===== src/rtl/ysyx_23060203_axi_rd_arb_if.sv =====
// ---------------------------------------------------------------------------
// ysyx_23060203_axi_rd_arb_if
//   AXI4 read-channel bundle (AR + R) shared by the core-side masters and the
//   SoC-side slave port of the read arbiter.
//
//   Parameters : ADDR_W (araddr width), DATA_W (rdata width), ID_W (arid/rid)
//   Modports   :
//     master - drives AR fields and rready; receives arready and the R beat
//     slave  - receives AR fields and rready; drives arready and the R beat
// ---------------------------------------------------------------------------
interface ysyx_23060203_axi_rd_arb_if #(
  parameter int ADDR_W = 32,
  parameter int DATA_W = 32,
  parameter int ID_W   = 4
);
  logic              arvalid;
  logic              arready;
  logic [ADDR_W-1:0] araddr;
  logic [7:0]        arlen;
  logic [2:0]        arsize;
  logic [1:0]        arburst;
  logic [ID_W-1:0]   arid;

  logic              rvalid;
  logic              rready;
  logic [DATA_W-1:0] rdata;
  logic [1:0]        rresp;
  logic              rlast;
  logic [ID_W-1:0]   rid;

  modport master (
    output arvalid, araddr, arlen, arsize, arburst, arid, rready,
    input  arready, rvalid, rdata, rresp, rlast, rid
  );

  modport slave (
    input  arvalid, araddr, arlen, arsize, arburst, arid, rready,
    output arready, rvalid, rdata, rresp, rlast, rid
  );
endinterface


===== src/rtl/ysyx_23060203_axi_rd_arb.sv =====
// ---------------------------------------------------------------------------
// ysyx_23060203_axi_rd_arb
//   Two-master to one-slave AXI4 read arbiter (AR + R channels only).
//   M0 is the ICache refill path, M1 the LSU load path. A single transaction
//   is outstanding at a time; bursts pass straight through and R beats are
//   routed back to the granted master with no buffering.
//
//   Ports:
//     clock      - single clock, all state updates on posedge
//     reset      - asynchronous, active-high
//     m0, m1     - core-side masters (slave modport: arbiter answers them)
//     s          - SoC-side read port (master modport: arbiter drives it)
//     proto_err  - sticky flag: s.rlast disagreed with the beat count
//
//   Configuration macro:
//     YSYX_23060203_RD_ARB_RR_EN
//       defined   : round-robin between M0/M1 using a 1-bit preference pointer
//       undefined : fixed priority, M1 (LSU) over M0 (ICache); M0 may starve
//                   under continuous M1 traffic, which is acceptable here
// ---------------------------------------------------------------------------
module ysyx_23060203_axi_rd_arb #(
  parameter int ADDR_W = 32,
  parameter int DATA_W = 32,
  parameter int ID_W   = 4
) (
  input  logic                              clock,
  input  logic                              reset,
  ysyx_23060203_axi_rd_arb_if.slave         m0,
  ysyx_23060203_axi_rd_arb_if.slave         m1,
  ysyx_23060203_axi_rd_arb_if.master        s,
  output logic                              proto_err
);

  localparam logic [1:0] S_IDLE = 2'd0;
  localparam logic [1:0] S_AR   = 2'd1;
  localparam logic [1:0] S_R    = 2'd2;

  logic [1:0]        state_q,    state_d;
  logic              grant_q,    grant_d;
  logic [7:0]        beat_cnt_q, beat_cnt_d;
  logic              proto_err_q, proto_err_d;
  logic [ADDR_W-1:0] araddr_q,   araddr_d;
  logic [7:0]        arlen_q,    arlen_d;
  logic [2:0]        arsize_q,   arsize_d;
  logic [1:0]        arburst_q,  arburst_d;
  logic [ID_W-1:0]   arid_q,     arid_d;

  logic in_idle, in_ar, in_r;
  logic any_req;
  logic win;          // 0 = M0, 1 = M1
  logic beat;

  assign in_idle = (state_q == S_IDLE);
  assign in_ar   = (state_q == S_AR);
  assign in_r    = (state_q == S_R);
  assign any_req = m0.arvalid | m1.arvalid;

`ifdef YSYX_23060203_RD_ARB_RR_EN
  logic rr_ptr_q, rr_ptr_d;
  // On a tie the pointer names the preferred master; a lone requester always wins.
  assign win = (m0.arvalid & m1.arvalid) ? rr_ptr_q : m1.arvalid;
`else
  // Fixed priority: the LSU wins whenever it asks.
  assign win = m1.arvalid;
`endif

  // ---------------- AR side ----------------
  // arready is held low while reset is asserted so no handshake is advertised
  // from a state that is being forced.
  assign m0.arready = in_idle & ~reset & m0.arvalid & ~win;
  assign m1.arready = in_idle & ~reset & m1.arvalid &  win;

  assign s.arvalid  = in_ar;
  assign s.araddr   = araddr_q;
  assign s.arlen    = arlen_q;
  assign s.arsize   = arsize_q;
  assign s.arburst  = arburst_q;
  assign s.arid     = arid_q;

  // ---------------- R side (zero-cycle pass-through) ----------------
  assign s.rready   = in_r & (grant_q ? m1.rready : m0.rready);

  assign m0.rvalid  = in_r & ~grant_q & s.rvalid;
  assign m1.rvalid  = in_r &  grant_q & s.rvalid;
  assign m0.rlast   = in_r & ~grant_q & s.rlast;
  assign m1.rlast   = in_r &  grant_q & s.rlast;

  assign m0.rdata   = s.rdata;
  assign m1.rdata   = s.rdata;
  assign m0.rresp   = s.rresp;
  assign m1.rresp   = s.rresp;
  assign m0.rid     = s.rid;
  assign m1.rid     = s.rid;

  assign beat       = s.rvalid & s.rready;
  assign proto_err  = proto_err_q;

  // ---------------- next-state logic ----------------
  always_comb begin
    // NOTE: every signal written here gets a default first; a path that leaves
    // one unassigned would infer a latch.
    state_d     = state_q;
    grant_d     = grant_q;
    beat_cnt_d  = beat_cnt_q;
    proto_err_d = proto_err_q;
    araddr_d    = araddr_q;
    arlen_d     = arlen_q;
    arsize_d    = arsize_q;
    arburst_d   = arburst_q;
    arid_d      = arid_q;
`ifdef YSYX_23060203_RD_ARB_RR_EN
    rr_ptr_d    = rr_ptr_q;
`endif

    case (state_q)
      S_IDLE: begin
        if (any_req) begin
          // The winner's arready is high this cycle, so this is the handshake.
          araddr_d   = win ? m1.araddr  : m0.araddr;
          arlen_d    = win ? m1.arlen   : m0.arlen;
          arsize_d   = win ? m1.arsize  : m0.arsize;
          arburst_d  = win ? m1.arburst : m0.arburst;
          arid_d     = {{(ID_W-1){1'b0}}, win};
          grant_d    = win;
          beat_cnt_d = 8'd0;
`ifdef YSYX_23060203_RD_ARB_RR_EN
          rr_ptr_d   = ~win;
`endif
          state_d    = S_AR;
        end
      end

      S_AR: begin
        if (s.arready) state_d = S_R;
      end

      S_R: begin
        if (beat) begin
          beat_cnt_d = beat_cnt_q + 8'd1;
          // Termination follows s.rlast; a disagreement with arlen is only flagged.
          if (s.rlast != (beat_cnt_q == arlen_q)) proto_err_d = 1'b1;
          if (s.rlast) state_d = S_IDLE;
        end
      end

      default: state_d = S_IDLE;
    endcase
  end

  // ---------------- state registers ----------------
  // NOTE: sequential state uses non-blocking assignments so every flop samples
  // the pre-edge value of its neighbours.
  always_ff @(posedge clock or posedge reset) begin
    if (reset) begin
      state_q     <= S_IDLE;
      grant_q     <= 1'b0;
      beat_cnt_q  <= 8'd0;
      proto_err_q <= 1'b0;
      araddr_q    <= '0;
      arlen_q     <= 8'd0;
      arsize_q    <= 3'd0;
      arburst_q   <= 2'd0;
      arid_q      <= '0;
`ifdef YSYX_23060203_RD_ARB_RR_EN
      rr_ptr_q    <= 1'b0;
`endif
    end else begin
      state_q     <= state_d;
      grant_q     <= grant_d;
      beat_cnt_q  <= beat_cnt_d;
      proto_err_q <= proto_err_d;
      araddr_q    <= araddr_d;
      arlen_q     <= arlen_d;
      arsize_q    <= arsize_d;
      arburst_q   <= arburst_d;
      arid_q      <= arid_d;
`ifdef YSYX_23060203_RD_ARB_RR_EN
      rr_ptr_q    <= rr_ptr_d;
`endif
    end
  end

endmodule


===== src/flat_wrapper.sv =====
// flat-port wrapper written by rule: the top's interface ports become plain ports
module ysyx_23060203_axi_rd_arb_flat 
#(
  parameter int ADDR_W = 32,
  parameter int DATA_W = 32,
  parameter int ID_W   = 4
)
  (clock, reset, proto_err, m0_arvalid, m0_araddr, m0_arlen, m0_arsize, m0_arburst, m0_arid, m0_rready, m0_arready, m0_rvalid, m0_rdata, m0_rresp, m0_rlast, m0_rid, m1_arvalid, m1_araddr, m1_arlen, m1_arsize, m1_arburst, m1_arid, m1_rready, m1_arready, m1_rvalid, m1_rdata, m1_rresp, m1_rlast, m1_rid, s_arvalid, s_araddr, s_arlen, s_arsize, s_arburst, s_arid, s_rready, s_arready, s_rvalid, s_rdata, s_rresp, s_rlast, s_rid);
  ysyx_23060203_axi_rd_arb_if #(.ADDR_W(ADDR_W), .DATA_W(DATA_W), .ID_W(ID_W)) m0_i ();
  ysyx_23060203_axi_rd_arb_if #(.ADDR_W(ADDR_W), .DATA_W(DATA_W), .ID_W(ID_W)) m1_i ();
  ysyx_23060203_axi_rd_arb_if #(.ADDR_W(ADDR_W), .DATA_W(DATA_W), .ID_W(ID_W)) s_i ();
  input  logic clock;
  input  logic reset;
  output logic proto_err;
  input wire logic [$bits(m0_i.arvalid)-1:0] m0_arvalid;
  input wire logic [$bits(m0_i.araddr)-1:0] m0_araddr;
  input wire logic [$bits(m0_i.arlen)-1:0] m0_arlen;
  input wire logic [$bits(m0_i.arsize)-1:0] m0_arsize;
  input wire logic [$bits(m0_i.arburst)-1:0] m0_arburst;
  input wire logic [$bits(m0_i.arid)-1:0] m0_arid;
  input wire logic [$bits(m0_i.rready)-1:0] m0_rready;
  output wire logic [$bits(m0_i.arready)-1:0] m0_arready;
  output wire logic [$bits(m0_i.rvalid)-1:0] m0_rvalid;
  output wire logic [$bits(m0_i.rdata)-1:0] m0_rdata;
  output wire logic [$bits(m0_i.rresp)-1:0] m0_rresp;
  output wire logic [$bits(m0_i.rlast)-1:0] m0_rlast;
  output wire logic [$bits(m0_i.rid)-1:0] m0_rid;
  input wire logic [$bits(m1_i.arvalid)-1:0] m1_arvalid;
  input wire logic [$bits(m1_i.araddr)-1:0] m1_araddr;
  input wire logic [$bits(m1_i.arlen)-1:0] m1_arlen;
  input wire logic [$bits(m1_i.arsize)-1:0] m1_arsize;
  input wire logic [$bits(m1_i.arburst)-1:0] m1_arburst;
  input wire logic [$bits(m1_i.arid)-1:0] m1_arid;
  input wire logic [$bits(m1_i.rready)-1:0] m1_rready;
  output wire logic [$bits(m1_i.arready)-1:0] m1_arready;
  output wire logic [$bits(m1_i.rvalid)-1:0] m1_rvalid;
  output wire logic [$bits(m1_i.rdata)-1:0] m1_rdata;
  output wire logic [$bits(m1_i.rresp)-1:0] m1_rresp;
  output wire logic [$bits(m1_i.rlast)-1:0] m1_rlast;
  output wire logic [$bits(m1_i.rid)-1:0] m1_rid;
  output wire logic [$bits(s_i.arvalid)-1:0] s_arvalid;
  output wire logic [$bits(s_i.araddr)-1:0] s_araddr;
  output wire logic [$bits(s_i.arlen)-1:0] s_arlen;
  output wire logic [$bits(s_i.arsize)-1:0] s_arsize;
  output wire logic [$bits(s_i.arburst)-1:0] s_arburst;
  output wire logic [$bits(s_i.arid)-1:0] s_arid;
  output wire logic [$bits(s_i.rready)-1:0] s_rready;
  input wire logic [$bits(s_i.arready)-1:0] s_arready;
  input wire logic [$bits(s_i.rvalid)-1:0] s_rvalid;
  input wire logic [$bits(s_i.rdata)-1:0] s_rdata;
  input wire logic [$bits(s_i.rresp)-1:0] s_rresp;
  input wire logic [$bits(s_i.rlast)-1:0] s_rlast;
  input wire logic [$bits(s_i.rid)-1:0] s_rid;
  assign m0_i.arvalid = m0_arvalid;
  assign m0_i.araddr = m0_araddr;
  assign m0_i.arlen = m0_arlen;
  assign m0_i.arsize = m0_arsize;
  assign m0_i.arburst = m0_arburst;
  assign m0_i.arid = m0_arid;
  assign m0_i.rready = m0_rready;
  assign m0_arready = m0_i.arready;
  assign m0_rvalid = m0_i.rvalid;
  assign m0_rdata = m0_i.rdata;
  assign m0_rresp = m0_i.rresp;
  assign m0_rlast = m0_i.rlast;
  assign m0_rid = m0_i.rid;
  assign m1_i.arvalid = m1_arvalid;
  assign m1_i.araddr = m1_araddr;
  assign m1_i.arlen = m1_arlen;
  assign m1_i.arsize = m1_arsize;
  assign m1_i.arburst = m1_arburst;
  assign m1_i.arid = m1_arid;
  assign m1_i.rready = m1_rready;
  assign m1_arready = m1_i.arready;
  assign m1_rvalid = m1_i.rvalid;
  assign m1_rdata = m1_i.rdata;
  assign m1_rresp = m1_i.rresp;
  assign m1_rlast = m1_i.rlast;
  assign m1_rid = m1_i.rid;
  assign s_arvalid = s_i.arvalid;
  assign s_araddr = s_i.araddr;
  assign s_arlen = s_i.arlen;
  assign s_arsize = s_i.arsize;
  assign s_arburst = s_i.arburst;
  assign s_arid = s_i.arid;
  assign s_rready = s_i.rready;
  assign s_i.arready = s_arready;
  assign s_i.rvalid = s_rvalid;
  assign s_i.rdata = s_rdata;
  assign s_i.rresp = s_rresp;
  assign s_i.rlast = s_rlast;
  assign s_i.rid = s_rid;
  ysyx_23060203_axi_rd_arb #(.ADDR_W(ADDR_W), .DATA_W(DATA_W), .ID_W(ID_W)) u_core (.clock(clock), .reset(reset), .m0(m0_i), .m1(m1_i), .s(s_i), .proto_err(proto_err));
endmodule

===== config.mk =====
export PLATFORM = sky130hd
export DESIGN_NAME = ysyx_23060203_axi_rd_arb_flat
export DESIGN_NICKNAME = d
export VERILOG_FILES = /design/src/rtl/ysyx_23060203_axi_rd_arb_if.sv /design/src/rtl/ysyx_23060203_axi_rd_arb.sv /design/src/flat_wrapper.sv
export SDC_FILE = /design/constraint.sdc
export NUM_CORES = 1
export LEC_CHECK = 0
export ABC_AREA = 1
export BUFFER_PORTS_ARGS = -buffer_cell sky130_fd_sc_hd__buf_2
export CAP_MARGIN = 10
export CORE_AREA = 2 2 108 110
export CTS_CLUSTER_SIZE = 8
export DETAILED_ROUTE_END_ITERATION = 6
export DIE_AREA = 0 0 110 112
export HOLD_SLACK_MARGIN = 0.03
export PLACE_DENSITY_LB_ADDON = 0.25
export SETUP_SLACK_MARGIN = 0.3
export SLEW_MARGIN = 25
export SYNTH_ARGS = -nofsm -noshare
export SYNTH_HDL_FRONTEND = slang
export SYNTH_SLANG_ARGS = --single-unit

===== constraint.sdc =====
create_clock -name clock -period 2.5 [get_ports clock]
set_input_delay 0.375 -clock clock [delete_from_list [all_inputs] [get_ports clock]]
set_output_delay 0.375 -clock clock [all_outputs]
set_load 0.05 [all_outputs]

# ---- Word-level counts from Yosys, hierarchy flattened
# Index checks and enable logic that the tools add are counted.
dict set report word_totals {
  reg_bits 57
  inputBits 145
  word_cells 53
  output_inout_bits 134
}
dict set report classes {
  mux 13
  bitwise 17
  eq_ne 8
  n_reduce_logical 6
  add_sub_neg 1
}
# operator n
set op_table {}
lappend op_table {{$mux W32} 1}
lappend op_table {{$mux W8} 3}
lappend op_table {{$pmux W8 S2} 1}
lappend op_table {{$and A1 B1 Y1} 13}
lappend op_table {{$mux W2} 5}
lappend op_table {{$add A8 B1 Y8 const B} 1}
lappend op_table {{$eq A8 B8 Y1} 1}
lappend op_table {{$ne A2 B2 Y1 const B} 3}
lappend op_table {{$pmux W2 S3} 1}
lappend op_table {{$reduce_and A3 Y1} 2}
lappend op_table {{$reduce_and A4 Y1} 1}
lappend op_table {{$mux W3} 1}
lappend op_table {{$not A1 Y1} 3}
lappend op_table {{$eq A2 B1 Y1 const B} 1}
lappend op_table {{$eq A2 B2 Y1 const B} 1}
lappend op_table {{$logic_not A2 Y1} 1}
lappend op_table {{$ne A2 B1 Y1 const B} 1}
lappend op_table {{$reduce_and A2 Y1} 1}
lappend op_table {{$reduce_bool A2 Y1} 1}
lappend op_table {{$mux W1} 1}
lappend op_table {{$ne A1 B1 Y1} 1}
lappend op_table {{$or A1 B1 Y1} 1}

# ---- Depth between registers and ports, before layout
# Gate-level depths: netlist of the first run.
dict set report depth {
  ltp_word 5
  mapped_depth 9
  mapped_depth_nobuf 9
}

# ---- Worst setup path before layout of the first run
# No wires, ideal clock.
dict set report synth_timing {
  kind {input to output}
  from {in m1_arvalid}
  to {out m1_arready}
  path_buffers 3
  slack_ns 0.125
  path_stages 5
  required_time_ns 2.125
  t_arrival_ns 2.000
  path_cell_list {buf_2 -> inv_2 -> buf_4 -> buf_2 -> nor3_1}
}
dict set report synth_via {
  elab_chain_len 2
}
# item line_no
set synth_lines {}
lappend synth_lines {{from (decl)} flat_wrapper.sv:28} ;# input wire logic [$bits(m1_i.arvalid)-1:0] m1_arvalid;
lappend synth_lines {{$and A1 B1 Y1} ysyx_23060203_axi_rd_arb.sv:71} ;# assign m1.arready = in_idle & ~reset & m1.arvalid & win;
lappend synth_lines {{$and A1 B1 Y1 (*)} ysyx_23060203_axi_rd_arb.sv:71}
lappend synth_lines {{to (decl)} flat_wrapper.sv:35} ;# output wire logic [$bits(m1_i.arready)-1:0] m1_arready;
# Every way passes the cells marked *; elsewhere a longest branch is shown, timed or not.

# ---- Worst setup path in the final report of the first run
# Ends and elaborated chain as after synthesis.

==> results of run 1 <==
==> state kept, by name, indices dropped and copies added, names as in the netlist <==
name,count
u_core.proto_err,1
u_core.s.arsize,3
u_core.s.arburst,2
u_core.beat_cnt_q,8
u_core.grant_q,1
u_core.state_q,2
u_core.s.araddr,32
u_core.s.arlen,8
==> cells in the mapped netlist, drive strengths merged <==
cell / number
buf: 95
dfrtp: 57
nor2: 61
clkbuf: 7
ha: 1
xor2: 3
o22ai: 1
conb: 1
nand4: 2
nor3: 2
xnor2: 5
nand3: 10
o31ai: 1
a31oi: 45
o21ai: 6
nand2: 127
inv: 21
==> worst paths after layout <==
path                            cells after the start  slack (ns)             endpoint              start
worst max-delay path                                4        0.45           m1_arready         m1_arvalid
worst min-delay path                                2        0.15   u_core.s.araddr[2]              reset
worst max register to register                      6        0.99   u_core.s.araddr[5]  u_core.state_q[1]
worst min register to register                      2        0.45     u_core.proto_err   u_core.proto_err
max in group asynchronous                           3        1.75  u_core.s.arburst[1]              reset
min in group clock                                  2        0.24    u_core.state_q[0]          s_arready
==> power by group <==
group          switching (mW)  leakage (nW)  total, mW  internal, mW
combinational            2.26          1.24       2.99         0.727
sequential              0.274         0.659       1.61          1.34
clock                   0.404         0.148       1.22         0.815
total                    2.94          2.04       5.82          2.88
==> area by class of cell <==
class,instances,share of cell area (%)
sequential,57,35.4
clock inverter,3,0.993
clock buffer,12,6.36
multi-input combinational,267,30.5
inverter,21,1.96
tap,143,4.44
timing repair buffer,157,20.4
==> layer usage <==
layer  GRT usage, %  up-vias  share of wire, %
met4           4.30        0               1.2
li1               -     1470                 -
met2           28.2      152                55
met5              0        -                 0
met1           16.4     1358                36
met3           5.21       13               7.9
==> cell families (layout without fill, tap and decap cells) <==
kind of cell,after synthesis,in the layout,share of synthesized area [%]
fa+ha+maj,1,1,0.363
flops,57,57,41.4
other cells,1,3,0.109
buf+inv,123,193,23.3
xor+xnor,8,8,2.03
simple gates,202,202,23.3
compound gates,53,53,9.56
==> metrics by stage <==
| stage | instances | cell area, sq um |
|---|---|---|
| floorplan | 447 | 3460 |
| global placement | 645 | 3730 |
| detailed placement | 645 | 3730 |
| CTS | 660 | 4030 |
| global route | 660 | 4030 |
| finish | 660 | 4030 |
==> metrics list, run 1 <==
- Post-Route WL: ~9300 microns
- The tool flagged a number of max-cap violations equal to 0.
- Die W: 110 microns
- sky130_fd_sc_hd__dfrtp_1 takes more of the synthesized area than any other cell.
- Buffers placed on the I/O ports in this run total between 150 and 200.
- Via count of the first global-routing pass: between 2000 and 3000
- Count of mapped cells out of synthesis: around 450
* Share of layout cells above drive strength 1: 34.8%
* Number of buffer and inverter stages on the critical path: 3
* Family of cells with the greatest summed delay on the critical path: buffers and inverters
- STA classifies the critical path endpoint as a primary output.
* Worst Hold Margin: 0.153 ns
- The Yosys step of the flow raised 0 warnings.
- In this run the worst hold path is classified as input pin to async pin.
* Startpoint type of the worst setup path: input pin
- The core region is 11200 sq um.
- Clock tree skew after final layout: 0.00856 ns
- The tree is rooted in a sky130_fd_sc_hd__clkbuf_16.
- Counting flops and latches in the post-synthesis netlist gives 57.
* Cell Pwr Density: 1440 nW/um^2
* Row count: 39
- In this run the tightest slew margin relative to its limit is roughly three fifths.
- Of all nets on the critical path, the largest fanout is 25.
- The multi-input combinational cells in the finished layout cover a total of 1230 sq um.
- Least setup slack across all paths after layout: 0.454 ns
- After clock tree synthesis, the clock-pin slew on the worst setup and hold paths is 0.05 ns.
- Max stage delay cell, worst path: sky130_fd_sc_hd__buf_2
* Count of different cell masters after synthesis: 25
- During I/O placement, the number of pins put on the boundary was 279.
- After global routing the overflow that remains totals 0.
- The layout has 1203 filler cells.
- Using the TritonRoute via totals, the vias-per-cell ratio works out to 4.53.
- 1st-iter DRT viols: 136
- Final RePlAce weighted congestion: 0.772
* Wire length per cell: approximately 14 microns
- Number of buffers inserted during clock tree synthesis: 9
- CTS built an H-tree with a depth of 3.
- Area share of the largest cell type after synthesis: 41.4%
- Top area cells in the synthesized netlist: sky130_fd_sc_hd__dfrtp_1 41%, sky130_fd_sc_hd__buf_4 19%, sky130_fd_sc_hd__nand2_1 14%, sky130_fd_sc_hd__a31oi_1 8.2%, sky130_fd_sc_hd__nor2_1 6.4%
- Placed wire-length estimate after detailed placement: 7030 microns
* Commonest cells after routing, fill and taps aside: 153 x sky130_fd_sc_hd__buf_2, 127 x sky130_fd_sc_hd__nand2_1, 59 x sky130_fd_sc_hd__nor2_1
- At the placement stage, the worst setup path has a slack of approximately 0.45 ns.
* Arr. time, crit path: about 1.7 ns
- TritonCTS built the clock tree.
- For this run, the post-layout net count is 659.
* Final ANT Viol Nets: 0
* Diode insertion count for antenna repair: 0
* Most common library cell in the layout ignoring fill and taps: sky130_fd_sc_hd__buf_2
- The die is 112 microns tall.
- The max-slew violation count was 0.
- In this run the cell area of the synthesized design comes to around 3400 sq um.
- For the worst setup path, the data required time is 2.12 ns.
- For this run, the share of the core covered by cells in the final layout is 36.1%.
* Final-report setup violation count: 0
* List of cells traversed by the critical path: buf_2 > inv_2 > nor3_2 > buf_2
- Total vias in the final route: 2993
- After clock tree synthesis, the flow added hold-fix buffers numbering 0.
- Setup fix buffers added after clock tree synthesis: 0
* Total negative slack: 0 ns
* Aggregate global-route resource usage: between 10% and 20%
- Final period utilization: 81.9%
- The number of failing hold endpoints at the final stage is 0.
- Highest clock frequency the design can meet: 489 MHz
* Worst voltage drop across the vdd grid: slightly above 0.7 mV
- Antenna violations before repair: 0
- The longest clock path from root to sink contains 2 buffers.
- CTS saw 57 sinks.
- Largest net degree at the start of global routing: 93
- By startpoint and endpoint, the worst setup path is classified as input pin to primary output.
- Mean Syn Cell Area: 7.74 sq um
* Actual transition at the worst max-transition pin: 0.613 ns
- Insertion delay of the later-clocked pin in the worst-skew pair: 0.32 ns
- Global-route wire length before repair: between 10000 and 15000 microns
* Initial core utilization: 30.8%
- Relative to the synthesized area, the layout overhead comes to 17.0%.
* Unrepaired setup endpoints after global routing: false
- Register Area: 1430 sq um
- For this design the static power due to leakage is 2.04 nW.
* CTS resizes: 0
- Die footprint: around 12000 sq um
- On the worst path, the slowest cell contributes a delay of approximately 0.42 ns.
- Residual DRC: 0
- Seq/Total Area, Yosys: between 40% and 50%
* Critical path's most frequent cell: sky130_fd_sc_hd__buf_2
- Clock period minus final worst setup slack: 2.05 ns
* Power consumption: between 5 and 6 mW
- Run status: complete, no violations
- The first TritonRoute pass finished after 4 iterations.
Power figures use the tool's default switching activity.
==> inputs of run 2 (changes only) <==
CORE_AREA = 2 2 107 109   (was 2 2 108 110)
DIE_AREA = 0 0 109 111   (was 0 0 110 112)
clock period = 1.8 ns   (was 2.5 ns; I/O delays follow)
==> metrics list, run 2 (synthesis results as in run 1) <==
- Total clock sinks: 57 (unchanged)
- Aggregate global-route resource usage: 15.8% (was 15.4%)
* Critical path capture point type: primary output (unchanged)
- Count of final max-slew check failures: 0 (unchanged)
- Placed wire-length estimate after detailed placement: 7270 microns (was 7030 microns)
* Via count of the first global-routing pass: 2938 (was 2845)
- The leakage power figure is 2.11 nW (was 2.04 nW).
- Total vias in the final route: 2993 (unchanged)
- Arr. time, crit path: 1.30 ns (was 1.67 ns)
* Initial core utilization: 31.1% (was 30.8%)
* Number of buffers inserted during clock tree synthesis: 9 (unchanged)
* Final count of hold timing violations: 0 (unchanged)
- Unrepaired setup endpoints after global routing: true (was false).
- The standard cell area after detailed placement is 3790 sq um (was 3730 sq um).
* CP Max Fanout: 3 (was 25)
* Vert. Die Dim: 111 microns (was 112 microns)
- The area of the die was 12100 sq um (was 12300 sq um).
- Clock slew at reported path FFs: 0.05 ns (about the same)
- Diode insertion count for antenna repair: 0 (unchanged)
- The placeable core region was 11100 sq um (was 11200 sq um).
- The register-to-register setup slack is 0.42 ns (was 0.99 ns).
- Insertion delay of the later-clocked pin in the worst-skew pair: 0.32 ns (about the same)
- The initial antenna violation count was 0 (unchanged).
* Clock Root Buffer: sky130_fd_sc_hd__clkbuf_16 (unchanged)
* Share of layout cells above drive strength 1: 39.0% (was 34.8%)
- The cell area power density is 2000 nW/um^2 (was 1440 nW/um^2).
- Startpoint type of the worst setup path: flip-flop (was input pin)
- Row count: 39 (unchanged)
- The number of design rule violations left after detail routing came to 0 (unchanged).
- Reg2Reg Launch Point: u_core.state_q[0] (was u_core.state_q[1])
- 1st-iter DRT viols: 120 (was 136)
* Post-Route WL: 9440 microns (was 9310 microns)
- The final layout net count is 670 (was 659).
- Commonest cells after routing, fill and taps aside: 145 x sky130_fd_sc_hd__buf_2, 123 x sky130_fd_sc_hd__nand2_1, 54 x sky130_fd_sc_hd__nor2_1, 54 x sky130_fd_sc_hd__dfrtp_1, 45 x sky130_fd_sc_hd__a31oi_1 (was 153 x sky130_fd_sc_hd__buf_2, 127 x sky130_fd_sc_hd__nand2_1, 59 x sky130_fd_sc_hd__nor2_1)
- The via density per instance was 4.46 (was 4.53).
* Global-route wire length before repair: 14900 microns (was 14500 microns)
* Max_cap viols: 0 (unchanged)
* Worst voltage drop across the vdd grid: 0.867 mV (was 0.706 mV)
- Wire length per cell: 14.1 microns (about the same)
* Highest clock frequency the design can meet: 635 MHz
- The die width was 109 microns (was 110 microns).
- H-tree levels: 3 (unchanged)
- Required arrival time at the worst endpoint: 1.53 ns (was 2.12 ns)
- Final ANT Viol Nets: 0 (unchanged)
* CTS hold repair buffers: 0 (unchanged)
- Final period utilization: 87.5%
- The flip-flop count of the largest register after layout came to 32 (unchanged).
* Final RePlAce weighted congestion: 0.781 (was 0.772)
* Most common library cell in the layout ignoring fill and taps: sky130_fd_sc_hd__buf_2 (unchanged)
- Clock tree skew after final layout: 0.00520 ns (was 0.00856 ns)
- IO Port Bufs: 153 (unchanged)
- Global route overflow: 0 (unchanged)
- The type of the setup path with the least slack is flip-flop to primary output (was input pin to primary output).
- The final-layout setup total negative slack was 0 ns (unchanged).
- The number of buffers between clock root and the deepest sink is 2 (unchanged).
* Clock period minus final worst setup slack: roughly 1.6 ns
* Clock tree from TritonCTS: built (unchanged)
- The number of detailed-routing iterations run before antenna repair was 4 (unchanged).
- Startpoint of the most critical setup path: u_core.state_q[0] (was m1_arvalid)
- Final-report setup violation count: 0 (unchanged)
* HP Class: input pin to async pin (unchanged)
* Largest net degree at the start of global routing: 47 (was 93)
* Run status: complete, no violations (unchanged)
- The number of top-level design ports was 279 (unchanged).
- Final instance area: 4260 sq um (was 4030 sq um)
- The area added between synthesis and finish came to 23.7% (was 17.0%).
==> run 2: cell types whose count changed in the layout (fill, tap and decap cells not counted), moves of 2 or more <==
cell                      delta
sky130_fd_sc_hd__buf_2       -8
sky130_fd_sc_hd__buf_6       +6
sky130_fd_sc_hd__dfrtp_1     -3
sky130_fd_sc_hd__inv_1       -2
sky130_fd_sc_hd__nor2_1      -5
sky130_fd_sc_hd__nor2_4      +4
sky130_fd_sc_hd__buf_4      +12
sky130_fd_sc_hd__nand2_2     +3
sky130_fd_sc_hd__dfrtp_2     +3
sky130_fd_sc_hd__nand2_1     -4
==> run 2: where the power goes <==
group	switching [mW]	total (mW)	internal (mW)
clock network	0.567	1.81	1.24
logic	3.26	4.46	1.20
registers	0.379	2.24	1.86
total	4.20	8.50	4.30
==> run 2: layout make-up <==
class | count | area, sq um
clock inverters | 3 | 65.1
clock buffers | 12 | 246
inverters | 21 | 85.1
multi-input cells | 267 | 1300
flip-flops and latches | 57 | 1430
repair buffers | 168 | 953
fillers | 1166 | 6820
well taps | 143 | 179
==> run 2: worst max-delay path: stages, from the launching register on <==
cell                      delay [ns]
sky130_fd_sc_hd__dfrtp_2        0.44
sky130_fd_sc_hd__nor2_4         0.15
sky130_fd_sc_hd__o21ai_4        0.09
sky130_fd_sc_hd__nor3_4         0.12
sky130_fd_sc_hd__buf_6          0.18
==> run 2: final timing paths <==
check / end / cells past startpoint
setup / recovery: m1_arready / 4
hold / removal: u_core.s.araddr[6] / 3
setup reg to reg: u_core.beat_cnt_q[2] / 7
hold reg to reg: u_core.proto_err / 2
max in group asynchronous: u_core.state_q[0] / 3
min in group clock: u_core.state_q[0] / 2
==> run 2: metrics by stage <==
stage	hold WS (ns)	cells	utilization (%)	total power, mW	setup WS (ns)
final	0.0719	671	38.5	8.50	0.225
after global routing	0.0979	671	38.5	9.03	0.177
after CTS	0.0720	668	37.7	8.50	0.195
after detailed placement	0.417	650	34.2	6.54	0.417
after global placement	0.416	650	34.2	6.48	0.467
after floorplan	0.357	447	-	5.96	0.202
==> run 2: what timing repair did <==
item	4_1_cts	5_1_grt
setup endpoints to repair	8	10
cloned	0	0
gates resized for setup	20	17
setup buffers	3	3
pin swaps	4	7
==> run 2: per-layer routing <==
layer | wire length (microns) | vias to the layer above | GRT usage (%)
met2 | 4910 | 148 | 27.9
met4 | 123 | 0 | 5.04
met5 | 0 | - | 0
met1 | 3630 | 1339 | 17.2
met3 | 776 | 16 | 5.76
li1 | - | 1490 | -
==> inputs of run 3 (changes only) <==
CORE_AREA = 2 2 108 110   (was 2 2 107 109)
DIE_AREA = 0 0 110 112   (was 0 0 109 111)
clock period = 1.9 ns   (was 1.8 ns; I/O delays follow)
==> metrics list, run 3 (synthesis results as in run 1) <==
* Run status: complete, no violations (unchanged)
* Worst Hold Margin: 0.0353 ns (was 0.0719 ns)
- The placeable core region was 11200 sq um (was 11100 sq um).
* Diode insertion count for antenna repair: 0 (unchanged)
* Least setup slack across all paths after layout: 0.314 ns (was 0.225 ns)
- The via density per instance came to 4.51 (was 4.46).
* Clock tree from TritonCTS: built (unchanged)
* Worst voltage drop across the vdd grid: 0.725 mV (was 0.867 mV)
- Arr. time, crit path: 1.30 ns (about the same)
- Final count of hold timing violations: 0 (unchanged)
* Highest clock frequency the design can meet: about 630 MHz
* Cell Pwr Density: 1890 nW/um^2 (was 2000 nW/um^2)
- Final RePlAce weighted congestion: 0.792 (was 0.781)
- Aggregate global-route resource usage: 15.8% (about the same)
* Leakage power: 2.10 nW (was 2.11 nW)
- The capture instance of the worst register-to-register path was u_core.s.araddr[20] (was u_core.beat_cnt_q[2]).
* Required arrival time at the worst endpoint: 1.62 ns (was 1.53 ns)
- The total CTS buffers was 9 (unchanged).
- Commonest cells after routing, fill and taps aside: 146 x sky130_fd_sc_hd__buf_2, 124 x sky130_fd_sc_hd__nand2_1, 55 x sky130_fd_sc_hd__dfrtp_1 (was 145 x sky130_fd_sc_hd__buf_2, 123 x sky130_fd_sc_hd__nand2_1, 54 x sky130_fd_sc_hd__nor2_1, 54 x sky130_fd_sc_hd__dfrtp_1, 45 x sky130_fd_sc_hd__a31oi_1).
- Wire length per cell: 14.4 microns (was 14.1 microns)
- Slack of the worst reg-to-reg path: 0.44 ns (was 0.42 ns)
* Placed wire-length estimate after detailed placement: 7550 microns (was 7270 microns)
- The post-route non-filler standard cell count came to 670 (was 671).
- Largest net degree at the start of global routing: 55 (was 47)
- CTS hold repair buffers: 0 (unchanged)
- Row count: 39 (unchanged)
- Die footprint: 12300 sq um (was 12100 sq um)
- Final-report setup violation count: 0 (unchanged)
* Power consumption: 8.00 mW (was 8.50 mW)
- Max reg flops: 32 (unchanged)
- The post-placement worst setup slack was 0.413 ns (was 0.417 ns).
- The aggregate routed wire length is 9630 microns (was 9440 microns).
- Nets: 668 (was 670)
- The number of maximum-capacitance violations came to 0 (unchanged).
- IO Port Bufs: 153 (unchanged)
* Global-route wire length before repair: 14900 microns (about the same)
* Global route overflow: 0 (unchanged)
- The number of inserted filler cells in the final layout is 1172 (was 1166).
- Critical path capture point type: primary output (unchanged)
- Initial core utilization: 30.8% (was 31.1%)
- Die W: 110 microns (was 109 microns)
- The standard cell area after detailed placement came to 3770 sq um (was 3790 sq um).
- Maximum root-to-sink buffer count: 2 (unchanged)
* Insertion delay of the later-clocked pin in the worst-skew pair: 0.32 ns (about the same)
- Total negative slack: 0 ns (unchanged)
* Unrepaired setup endpoints after global routing: true (unchanged)
- Clock slew at reported path FFs: 0.05 ns (about the same)
- Clock period minus final worst setup slack: 1.59 ns
- The max-slew violation count is 0 (unchanged).
- The cell chosen for the clock root is sky130_fd_sc_hd__clkbuf_16 (unchanged).
* Total clock sinks: 57 (unchanged)
- Reg2Reg Launch Point: u_core.state_q[0] (unchanged)
- Final cell utilization of the core: 37.8% (was 38.5%)
* Antenna violations before repair: 0 (unchanged)
* Drt first pass iters: 4 (unchanged)
- Vert. Die Dim: 112 microns (was 111 microns)
- The class of the worst hold path is input pin to async pin (unchanged).
- The number of nets still failing antenna checks after routing came to 0 (unchanged).
- The type of the setup path with the least slack was flip-flop to primary output (unchanged).
- The largest driver fanout on the critical path was 4 (was 3).
* Via count of the first global-routing pass: 2903 (was 2938)
* Number of top-level pins: 279 (unchanged)
* Final period utilization: between 80% and 90%
- The number of design rule violations left after detail routing is 0 (unchanged).
* Startpoint type of the worst setup path: flip-flop (unchanged)
* H-tree levels: 3 (unchanged)
- Path depth of the worst reg2reg path: 7 (unchanged)
- Clock tree skew after final layout: 0.00322 ns (was 0.00520 ns)
* Final instance area: 4230 sq um (was 4260 sq um)
- The area added between synthesis and finish came to 22.8% (was 23.7%).
* Placed Cells incl. Taps: 648 (was 650)
* Share of layout cells above drive strength 1: 38.5% (was 39.0%)
* 1st-iter DRT viols: 106 (was 120)
- The total number of vias is 3020 (was 2993).
- The most frequent standard cell in the layout excluding fill and tap cells is sky130_fd_sc_hd__buf_2 (unchanged).
==> run 3: cell count changes in the layout (fill, tap and decap cells not counted), sizes merged <==
cell / before / now
clkinv: 1 / 3
buf: 168 / 166
clkbuf: 12 / 10
clkinvlp: 1 / 2
==> run 3: worst max-delay path by stage <==
stage                      startpoint             endpoint  slack (ns)  depth (start not counted)
global placement           m1_arvalid  u_core.s.araddr[15]        0.43                          6
detailed placement         m1_arvalid   u_core.s.araddr[9]        0.41                          6
floorplan           u_core.state_q[1]             m0_rlast        0.29                          4
finish              u_core.state_q[0]             m0_rlast        0.31                          4
CTS                 u_core.state_q[1]            m0_rvalid        0.29                          5
global route        u_core.state_q[0]             m0_rlast        0.26                          4
==> run 3: report_power, final <==
part	switching, mW	internal (mW)	leakage [nW]	total [mW]
registers	0.360	1.76	0.657	2.12
logic	3.08	1.12	1.29	4.20
clock network	0.540	1.14	0.152	1.68
total	3.98	4.02	2.10	8.00
==> run 3: final cells by class <==
type / count / area [sq um] / area share (%)
clock buffer: 10 / 229 / 5.42
clock inverter: 6 / 82.6 / 1.95
inverter: 21 / 82.6 / 1.95
sequential: 57 / 1430 / 33.8
multi-input combinational: 267 / 1280 / 30.3
tap: 143 / 179 / 4.23
timing repair buffer: 166 / 943 / 22.3
==> run 3: critical path: stages (launching register included) <==
cell and delay (ns):
sky130_fd_sc_hd__dfrtp_2 0.44, sky130_fd_sc_hd__nor2_4 0.17, sky130_fd_sc_hd__nand2_2 0.10, sky130_fd_sc_hd__nor2_2 0.11
sky130_fd_sc_hd__buf_6 0.16
==> run 3: routing by layer <==
layer  wire, microns  track usage [%]
met1            3580             17.2
met2            5200             29.1
met3             791             4.86
met4              57             4.30
met5               0                0
==> run 3: repair_timing <==
item                       4_1_cts  5_1_grt
buffers inserted                 5        1
resized for setup               24        8
setup endpoints to repair        7       26
pin swaps                        3        3
hold endpoints to repair         0        0
